## src/rtl/piso_pkg.sv

```systemverilog
// rtl/piso_pkg.sv - shared state type for the parallel-in serial-out transmitter
package piso_pkg;

    typedef enum logic {
        IDLE  = 1'b0,
        SHIFT = 1'b1
    } state_t;

endpackage

```

## src/rtl/piso_tx.sv

```systemverilog
// rtl/piso_tx.sv - parallel-in serial-out transmitter with stall and back-to-back loads
module piso_tx
    import piso_pkg::*;
#(
    parameter int N         = 8,
    parameter bit LSB_FIRST = 1'b0
) (
    input  logic         CLK,
    input  logic         RESET,
    input  logic [N-1:0] D,
    input  logic         LOAD,
    input  logic         EN,
    output logic         READY,
    output logic         SOUT,
    output logic         SVALID,
    output logic         DONE
);

    localparam int CW = $clog2(N);
    localparam logic [CW-1:0] LAST = CW'(N - 1);

    state_t          state;
    logic [N-1:0]    sreg;
    logic [CW-1:0]   cnt;
    logic            last_bit;
    logic            do_load;
    logic [N-1:0]    sreg_shifted;

    // The final bit of the frame is being consumed this cycle; a new word may be accepted alongside it
    always_comb begin
        last_bit     = (state == SHIFT) && (cnt == LAST) && EN;
        READY        = (state == IDLE) || last_bit;
        DONE         = last_bit;
        do_load      = LOAD && READY;
        SVALID       = (state == SHIFT);
        SOUT         = 1'b0;
        if (state == SHIFT) begin
            SOUT = LSB_FIRST ? sreg[0] : sreg[N-1];
        end
        sreg_shifted = LSB_FIRST ? {1'b0, sreg[N-1:1]} : {sreg[N-2:0], 1'b0};
    end

    // Frame sequencing: reset wins, then a load (possibly on the DONE cycle), then shift or finish
    always_ff @(posedge CLK) begin
        if (RESET) begin
            state <= IDLE;
            sreg  <= '0;
            cnt   <= '0;
        end else if (do_load) begin
            state <= SHIFT;
            sreg  <= D;
            cnt   <= '0;
        end else if ((state == SHIFT) && EN) begin
            if (cnt == LAST) begin
                state <= IDLE;
            end else begin
                sreg <= sreg_shifted;
                cnt  <= cnt + 1'b1;
            end
        end
    end

endmodule
```

## config.mk

```make
export PLATFORM = sky130hd
export DESIGN_NAME = piso_tx
export DESIGN_NICKNAME = d
export VERILOG_FILES = /design/src/rtl/piso_pkg.sv /design/src/rtl/piso_tx.sv
export SDC_FILE = /design/constraint.sdc
export NUM_CORES = 1
export LEC_CHECK = 0
export BUFFER_PORTS_ARGS = -buffer_cell sky130_fd_sc_hd__buf_2
export CORE_AREA = 2 2 39 41
export DETAILED_ROUTE_END_ITERATION = 10
export DIE_AREA = 0 0 41 43
export PLACE_DENSITY = 0.72
export SKIP_CTS_REPAIR_TIMING = 1
export SYNTH_ARGS = -nofsm -noshare
export SYNTH_HDL_FRONTEND = slang
export SYNTH_SLANG_ARGS = --single-unit
export TNS_END_PERCENT = 10
```

## constraint.sdc

```tcl
create_clock -name CLK -period 1.9 [get_ports CLK]
set_input_delay 0.095 -clock CLK [delete_from_list [all_inputs] [get_ports CLK]]
set_output_delay 0.095 -clock CLK [all_outputs]
set_load 0.02 [all_outputs]
```

* Word-level counts from Yosys, hierarchy flattened *
Cells that the tools add are included.

word-level totals
  output and inout bits = 4
  register bits = 12
  bits of input ports = 12
  logic and storage cells = 26

cells by class
  bitwise logic cells = 2
  reductions and logical operators = 11
  muxes and demuxes = 7
  $add $sub $neg = 1
  equality and inequality tests = 2

operators by type and width
  cell                                                           number
  8-bit 2-to-1 mux                                               3
  2-bit AND reduction                                            3
  1-bit logical AND                                              4
  1-bit 2-to-1 mux                                               4
  2-bit nonzero test                                             2
  3-bit by 1-bit adder with 3-bit output, second input constant  1
  3-bit == test, second input constant                           1
  2-bit inequality test, second input constant                   1
  1-bit NOT                                                      2
  2-bit OR reduction                                             1
  1-bit logical OR                                               1

* Logic depth before layout (Yosys ltp) *
Gate-level depths: netlist (run 1).

  depth in word-level cells = 7
  gate-level depth with buffers = 6
  mapped depth without buffers = 5

* Least setup slack after synthesis (run 1) *
Ideal clock, no wire load.

  path kind = register -> register
  start point = register cnt[0]
  end point = register cnt[0]
  stages on the path, launching flop included = 7
  setup slack = 0.469 ns
  data required time = 1.822 ns
  clock period less this slack = 1.431 ns
  library setup time = 0.078 ns
  path buffers = 1
  arrival = 1.353 ns
  path through = dfxtp_1 > ha_1 > ha_1 > buf_6 > a21bo_4 > and2_4 > nor3_1

on the way
  word-level cells in the longest chain between the ends = 6
  elaborated cells between the ends (all ways) = 9
  classes of those cells = add/sub (1); eq/ne (1); bitwise (1); reduce/logical (6)

ends and longest elaborated chain
  item                             line           source
  start, declared                  piso_tx.sv:24  logic [CW-1:0] cnt;
  start signal, assigned           piso_tx.sv:58  cnt <= cnt + 1'b1;
  3-bit == test                    piso_tx.sv:31  last_bit = (state == SHIFT) && (cnt == LAST) && EN;
  1-bit logical AND (2 in series)  piso_tx.sv:31
  1-bit logical OR                 piso_tx.sv:32  READY = (state == IDLE) || last_bit;
  named net READY                  piso_tx.sv:13  output logic READY,
  1-bit logical AND                piso_tx.sv:34  do_load = LOAD && READY;
  2-bit OR reduction (no line)     n/a

The timed path passes the listed nets, and every way through them passes these cells.
A chain may end at the register's enable or synchronous reset.

* Final worst setup path (run 1) *
  start point = register cnt[0]
  end point = output READY

on the way
  word-level cells in the longest chain between the ends = 4

ends and longest elaborated chain
  item                             line
  3-bit == test                    piso_tx.sv:31
  1-bit logical AND (2 in series)  piso_tx.sv:31
  1-bit logical OR                 piso_tx.sv:32
  end, declared                    piso_tx.sv:13

Every way passes these cells.

==> results of run 1 <==
cell type report:
cell class / instances / area [um2]
clock buffer: 3 / 22.5
fill: 151 / 699
inverter: 1 / 3.75
multi-input combinational: 44 / 323
sequential: 12 / 240
tap: 16 / 20.0
timing repair buffer: 15 / 75.1
cells in the final DEF, fill, tap and decap left out, types with 2 or more instances in the layout:
cell / netlist / routed
and2_1: 2 / 2
nor2_1: 7 / 7
ha_1: 2 / 2
dfxtp_1: 12 / 12
nand2b_1: 2 / 2
o221a_2: 7 / 7
clkbuf_4: 0 / 3
buf_2: 0 / 15
a21oi_1: 10 / 10
nor3_1: 4 / 4
mux2i_1: 2 / 2
layer usage:
layer  part of all wire  vias up  track usage
met5                  0        -            0
met4              0.016        0       0.0600
met3              0.081        4       0.0942
met2               0.43       13        0.181
met1               0.48      205        0.201
li1                   -      249            -
worst max-delay path, stage by stage (launching register included):
cell,delay [ns]
dfxtp_1,0.32
ha_1,0.19
ha_1,0.30
a21bo_4,0.28
buf_2,0.16
worst max-delay path by stage:
stage / start / end / depth (start not counted)
6_report: cnt[0] / READY / 4
5_1_grt: cnt[0] / READY / 4
4_1_cts: cnt[0] / READY / 4
3_5_place_dp: cnt[0] / sreg[7] / 5
3_3_place_gp: cnt[0] / sreg[2] / 5
2_1_floorplan: cnt[0] / cnt[0] / 6
per-stage QoR:
step / worst slack, ns / cell area, um2 / hold slack, ns / total power, W
after floorplan: 0.469 / 586 / 0.269 / 0.000350
after global placement: 0.345 / 662 / 0.364 / 0.000376
after detailed placement: 0.308 / 662 / 0.364 / 0.000378
after CTS: 0.270 / 684 / 0.0776 / 0.000532
after global routing: 0.197 / 684 / 0.0672 / 0.000558
final: 0.289 / 684 / 0.0840 / 0.000524
cell families after synthesis:
group                    count (synthesis)  synth area share
multiplexers                             2            0.0342
adder cells (fa/ha/maj)                  2            0.0427
buffers and inverters                    4            0.0385
XOR/XNOR                                 1            0.0150
AND/OR/NAND/NOR                         20             0.184
flip-flops                              12             0.410
AO/OA/AOI/OAI                           19             0.276
report_power, final:
group	switching, W	internal (W)
sequential	0.0000114	0.000270
clock	0.0000797	0.0000734
combinational	0.0000436	0.0000455
state kept, by name (all words and copies together) (netlist names):
signal  flops
SVALID      1
sreg        8
cnt         3
==> flow_summary.ini, run 1 <==
[sta]
finalSetupTns_ns = 0
tightest_slew_ns = 0.339
hold_viol = 0
finalMaxSlewViolations = 0
rsz0062_at_grt = no
max-slew-margin-rel = 0.774
fmax_ghz = 0.621
layout_min_cycle_time_ns = 1.61
post-route-period-util = 0.848
setup-violations-final = 0
clock_skew_ns = 0.000559

[logic_synthesis]
synth_nets = 74
ys_ff_latch = 12
synth_cell_types = 20
avgSynthCellArea_um2 = 9.76
synthFlopType = dfxtp_1
ys_top_cells_by_area = dfxtp_1 41%, o221a_2 13%, a21oi_1 8.5%
yosysWarnings = 0
synthTopCellsByCount = 12 x dfxtp_1, 10 x a21oi_1, 7 x nor2_1, 7 x o221a_2, 4 x nor3_1
syn_inst = 60
yosys.area.top_type_share = 0.410
yosysMostFrequentCell = dfxtp_1
netlist.top_cell.by_area = dfxtp_1
synth-async-reset-ratio = 0
netlist_area_um2 = 586
seq_area_frac_synth = 0.410
synth_edf_count = 0

[setup_path]
r2r_slack_ns = 0.32
reg2reg_depth = 5
crit_fanout = 11
r2r-start = cnt[0]
end_kind = output port
r2r_end = sreg[1]
critPathArrivalTime_ns = 1.52
critPathLaunchType = flip-flop
cp.required_ns = 1.80
path_class = flip-flop to output port

[drt]
vias = 471
drt-wirelength-per-cell_um = 11.6
firstDrtPassIters = 4
wl_mm = 1.06
drt_iter0_markers = 13
ant_nets = 0
vias_per_cell = 5.18
drc_errors = 0

[placement]
place_inst = 88
dp_hpwl_um = 799
numPortBuffers = 15
gp_congestion = 0.697

[grt]
grt_usage = 0.148
grt_remaining_overflow = 0
grt_pass1_wl_mm = 1.67
antenna_found_initial = 0
grt_pass1_vias = 377
grt_start_max_net_pins = 13

[cts]
cts_tree = done
clock_path_buffers = 2
numCtsBuffers = 3
clock_latency_ns = 0.27
cts-root-buf = clkbuf_4
clk_pin_slew_worst_paths_ns = 0.07
cts.sinks = 12
htree_levels = 1

[layout]
drive_gt1_frac = 0.387
stdcell_count = 91
syn_to_final_growth_pct = 16.9
layout.nets = 91
antenna_cells = 0
final_util = 0.495

[min_path]
min_path_cells = 2
holdPathEnd = sreg[4]
hold_path_class = input pin to flip-flop
hp-start = D[4]

[die]
start_util = 0.423
die_w_um = 41
std_cell_rows = 14
die_area_um2 = 1760
io_pins = 16
die_y_um = 43
core_um2 = 1380

[power]
cellPowerDensity_nw_per_um2 = 765
peakVddDrop_mv = 0.444
leakage_nw = 0.319

[status]
outcome = completed

[run]
cap_violations = 0
No activity file was read; power rests on OpenSTA's default activity.
==> run 2: changes to the inputs <==
clock period = 1.7 ns   (was 1.9 ns; I/O delays follow)
==> run 2 against run 1 <==
Clock skew up 0.0070 ns. Power up 23%. Critical path depth unchanged. Core utilization up 1.5 points. First-iteration DRC count down 23%. Global-route usage up 1.5 points. Clock power up 49%. Sequential share of layout area down 1.1 points. Combinational power up 13%. Sequential power up 12%. Critical path type unchanged. Critical endpoint unchanged. Largest power group unchanged.
==> flow_summary.ini, run 2 (synthesized netlist as in run 1, its figures left out) <==
[sta]
post-route-period-util = 0.907
setup-violations-final = 0
fmax_ghz = 0.649
timing.final.ws_setup_ns = 0.158
layout_min_cycle_time_ns = 1.54
hold_viol = 0
rsz0062_at_grt = no
tightest_slew_ns = 0.247
finalSetupTns_ns = 0
finalMaxSlewViolations = 0
clock_skew_ns = 0.00753
max-slew-margin-rel = 0.836

[layout]
drive_gt1_frac = 0.403
fill_cells = 131
layout_common_cells = 15 x buf_2, 12 x dfxtp_1, 10 x a21oi_1
final_common_cell = buf_2
final_util = 0.510
largest_register_ffs = 8
regArea_um2 = 240
layout.nets = 92
multi_input_comb_area_um2 = 323
largest-register = sreg
syn_to_final_growth_pct = 20.5
stdcell_count = 93
antenna_cells = 0

[min_path]
hold_path_class = input pin to flip-flop
min_path_cells = 2
hp-start = D[6]
holdPathEnd = sreg[6]

[grt]
grt_remaining_overflow = 0
antenna_found_initial = 0
grt_start_max_net_pins = 13
grt_usage = 0.163
grt_pass1_vias = 428
grt_pass1_wl_mm = 1.86

[cts]
cts.sinks = 12
cts-root-buf = clkbuf_4
clk_pin_slew_worst_paths_ns = 0.08
clock_latency_ns = 0.27
clock_path_buffers = 2
numCtsBuffers = 3
cts_tree = done
htree_levels = 1

[drt]
ant_nets = 0
drt_iter0_markers = 10
wl_mm = 1.17
drc_errors = 0
firstDrtPassIters = 4
vias_per_cell = 5.32
drt-wirelength-per-cell_um = 12.6
vias = 495

[power]
sw_frac_of_total = 0.250
switchingPower_w = 0.000161
peakVddDrop_mv = 0.468
clkPwrFrac = 0.354
combPwrFrac = 0.156
leakage_nw = 0.331
power_frac_seq = 0.489
cellPowerDensity_nw_per_um2 = 913
internal-power_w = 0.000483

[setup_path]
r2r_slack_ns = 0.16
end_kind = output port
critPathLaunchType = flip-flop
critPathArrivalTime_ns = 1.46
r2r-start = cnt[0]
r2r_end = sreg[2]
crit_fanout = 6
path_class = flip-flop to output port
cp.required_ns = 1.62
reg2reg_depth = 5

[placement]
dp_hpwl_um = 848
numPortBuffers = 15
dp_slack_ns = 0.180
gp_congestion = 0.730
place_inst = 89

[die]
std_cell_rows = 14
core_um2 = 1380
io_pins = 16
start_util = 0.423
die_w_um = 41
die_area_um2 = 1760
die_y_um = 43

[status]
outcome = completed

[run]
cap_violations = 0
[run 2: cell type report]
class | instances | share of cell area
clock buffer | 4 | 0.0514
timing repair buffer | 16 | 0.117
sequential | 12 | 0.340
tap | 16 | 0.0284
multi-input combinational | 44 | 0.457
inverter | 1 | 0.00532
[run 2: critical path: stages (launching register included)]
cell and delay, ns:
dfxtp_1 0.33, ha_1 0.20, ha_1 0.24, a21bo_4 0.26, buf_2 0.16
[run 2: worst max-delay path by stage]
| stage | start | cells past startpoint | endpoint | slack [ns] |
|---|---|---|---|---|
| final | cnt[0] | 4 | READY | 0.16 |
| after global routing | cnt[0] | 4 | READY | 0.07 |
| after CTS | cnt[0] | 4 | READY | 0.14 |
| after detailed placement | cnt[0] | 5 | sreg[3] | 0.18 |
| after global placement | cnt[0] | 5 | sreg[2] | 0.24 |
| after floorplan | cnt[0] | 6 | cnt[0] | 0.27 |
[run 2: routing by layer]
metal,track usage,wire [um],up-vias
met5,0,0,-
met1,0.208,560,225
met2,0.213,524,12
li1,-,-,256
met4,0.100,11,0
met3,0.0785,76,2
[run 2: power by group through the flow]
| stage | sequential [W] | combinational (W) | clock [W] |
|---|---|---|---|
| floorplan | 0.000320 | 0.0000710 | 0 |
| global placement | 0.000321 | 0.0000991 | 0 |
| detailed placement | 0.000322 | 0.000101 | 0 |
| CTS | 0.000315 | 0.000102 | 0.000238 |
| global route | 0.000317 | 0.000112 | 0.000254 |
| finish | 0.000315 | 0.000101 | 0.000228 |
[run 2: through the flow]
step,hold slack (ns),total power (W),instance area [um2]
final,0.0685,0.000644,706
after floorplan,0.259,0.000391,586
after global placement,0.354,0.000420,669
after CTS,0.0606,0.000655,706
after global routing,0.0500,0.000683,706
after detailed placement,0.355,0.000423,669
==> run 3: changes to the inputs <==
ABC_AREA = 1   (was default)
PLACE_DENSITY = 0.75   (was 0.72)
==> run 3 against run 2 <==
Synthesized area increased by 7.5%. Hold slack got worse by 0.063 ns. Final area rose by 3.7%. Largest cell class unchanged. Worst setup slack got worse by 0.0042 ns. Non-clock buffer count decreased by 1. Critical path depth increased by 1. Largest power group unchanged. Sequential share of layout area down 1.2 points.
==> flow_summary.ini, run 3 <==
[layout]
syn_to_final_growth_pct = 16.3
multi_input_comb_area_um2 = 325
largest_register_ffs = 8
drive_gt1_frac = 0.220
final_util = 0.529
fill_cells = 134
antenna_cells = 0
largest-register = sreg
final_common_cell = nor2_1
regArea_um2 = 240
layout_common_cells = 21 x nor2_1, 15 x buf_2, 12 x dfxtp_1, 12 x inv_1, 12 x nand2_1
layout.nets = 125

[sta]
post-route-period-util = 0.909
max-slew-margin-rel = 0.786
fmax_ghz = 0.647
rsz0062_at_grt = no
finalMaxSlewViolations = 0
hold_viol = 0
whs_ns = 0.00510
setup-violations-final = 0
finalSetupTns_ns = 0
layout_min_cycle_time_ns = 1.55
tightest_slew_ns = 0.321
clock_skew_ns = 0.00455

[setup_path]
end_kind = output port
cp.required_ns = 1.62
cpPeakStageDelay_ns = 0.35
timing.critical_path.slowest_stage_cell = dfxtp_1
crit_chain = ha_1, ha_1, nand3_1, nand2_2, buf_2
critPathArrivalTime_ns = 1.46
crit_fanout = 9
path_class = flip-flop to output port
path_common_cell = ha_1
cpLargestDelayFamily = flip-flops
critPathLaunchType = flip-flop
path_buf_inv = 1

[logic_synthesis]
yosysMostFrequentCell = nor2_1
synthFlopType = dfxtp_1
synthTopCellsByCount = 21 x nor2_1, 12 x dfxtp_1, 12 x inv_1, 12 x nand2_1, 9 x nand3_1
seq_area_frac_synth = 0.382
synth_nets = 108
avgSynthCellArea_um2 = 6.70
synth_cell_types = 17
synth-async-reset-ratio = 0
ys_ff_latch = 12
netlist.top_cell.by_area = dfxtp_1
ys_top_cells_by_area = dfxtp_1 38%, nor2_1 13%, nand3_1 7.2%
synth_edf_count = 0
yosysWarnings = 0
netlist_area_um2 = 629
syn_inst = 94
yosys.area.top_type_share = 0.382

[cts]
cts.sinks = 12
cts-root-buf = clkbuf_4
cts_tree = done
clk_pin_slew_worst_paths_ns = 0.07
numCtsBuffers = 3
clock_latency_ns = 0.27
clock_path_buffers = 2
htree_levels = 1

[power]
total_power_w = 0.000593
peakVddDrop_mv = 0.455
cellPowerDensity_nw_per_um2 = 811
leakage_nw = 0.361

[die]
io_pins = 16
start_util = 0.455
die_area_um2 = 1760
std_cell_rows = 14
core_um2 = 1380
die_y_um = 43
die_w_um = 41

[run]
cap_violations = 0

[placement]
dp_hpwl_um = 899
gp_congestion = 0.730
numPortBuffers = 15

[drt]
drt-wirelength-per-cell_um = 9.61
wl_mm = 1.20
vias_per_cell = 4.74
vias = 592
drt_iter0_markers = 12
firstDrtPassIters = 4
ant_nets = 0
drc_errors = 0

[grt]
grt_pass1_wl_mm = 2.00
antenna_found_initial = 0
grt_start_max_net_pins = 15
grt_usage = 0.167
grt_remaining_overflow = 0
grt_pass1_vias = 493

[min_path]
hold_path_class = input pin to flip-flop

[status]
outcome = completed
## run 3: report_power, final
group,switching [W],total (W),internal [W]
Sequential,0.0000128,0.000313,0.000301
Clock,0.0000881,0.000170,0.0000819
Combinational,0.0000674,0.000110,0.0000427
Total,0.000168,0.000593,0.000425
## run 3: layout make-up
| type | instances | area share |
|---|---|---|
| sequential | 12 | 0.328 |
| multi-input combinational | 66 | 0.444 |
| clock buffer | 3 | 0.0308 |
| tap | 16 | 0.0274 |
| timing repair buffer | 15 | 0.103 |
| inverter | 13 | 0.0667 |
## run 3: layer usage
| layer | vias up | track usage | share of wire |
|---|---|---|---|
| met5 | - | 0 | 0 |
| met1 | 246 | 0.224 | 0.48 |
| met2 | 14 | 0.238 | 0.46 |
| li1 | 330 | - | - |
| met3 | 2 | 0.0314 | 0.044 |
| met4 | 0 | 0.100 | 0.0092 |
## run 3: per-stage QoR
step           setup slack [ns]  instance area (um2)  cells
2_1_floorplan             0.276                  629     94
3_3_place_gp              0.206                  704    122
3_5_place_dp              0.156                  704    122
4_1_cts                   0.140                  727    125
5_1_grt                  0.0485                  732    125
6_report                  0.154                  732    125
## run 3: cell families after synthesis
family / after synthesis / synth area share
and+or+nand+nor: 49 / 0.344
DFF: 12 / 0.382
AOI/OAI and AO/OA: 15 / 0.125
buffers and inverters: 16 / 0.109
adders and majority gates: 2 / 0.0398
## run 3: final timing paths
| path | start | end | slack, ns | depth (start not counted) |
|---|---|---|---|---|
| setup / recovery | cnt[0] | READY | 0.15 | 5 |
| setup reg to reg | cnt[0] | sreg[3] | 0.22 | 8 |
| hold reg to reg | cnt[1] | cnt[1] | 0.48 | 2 |
| hold / removal | RESET | SVALID | 0.005 | 2 |
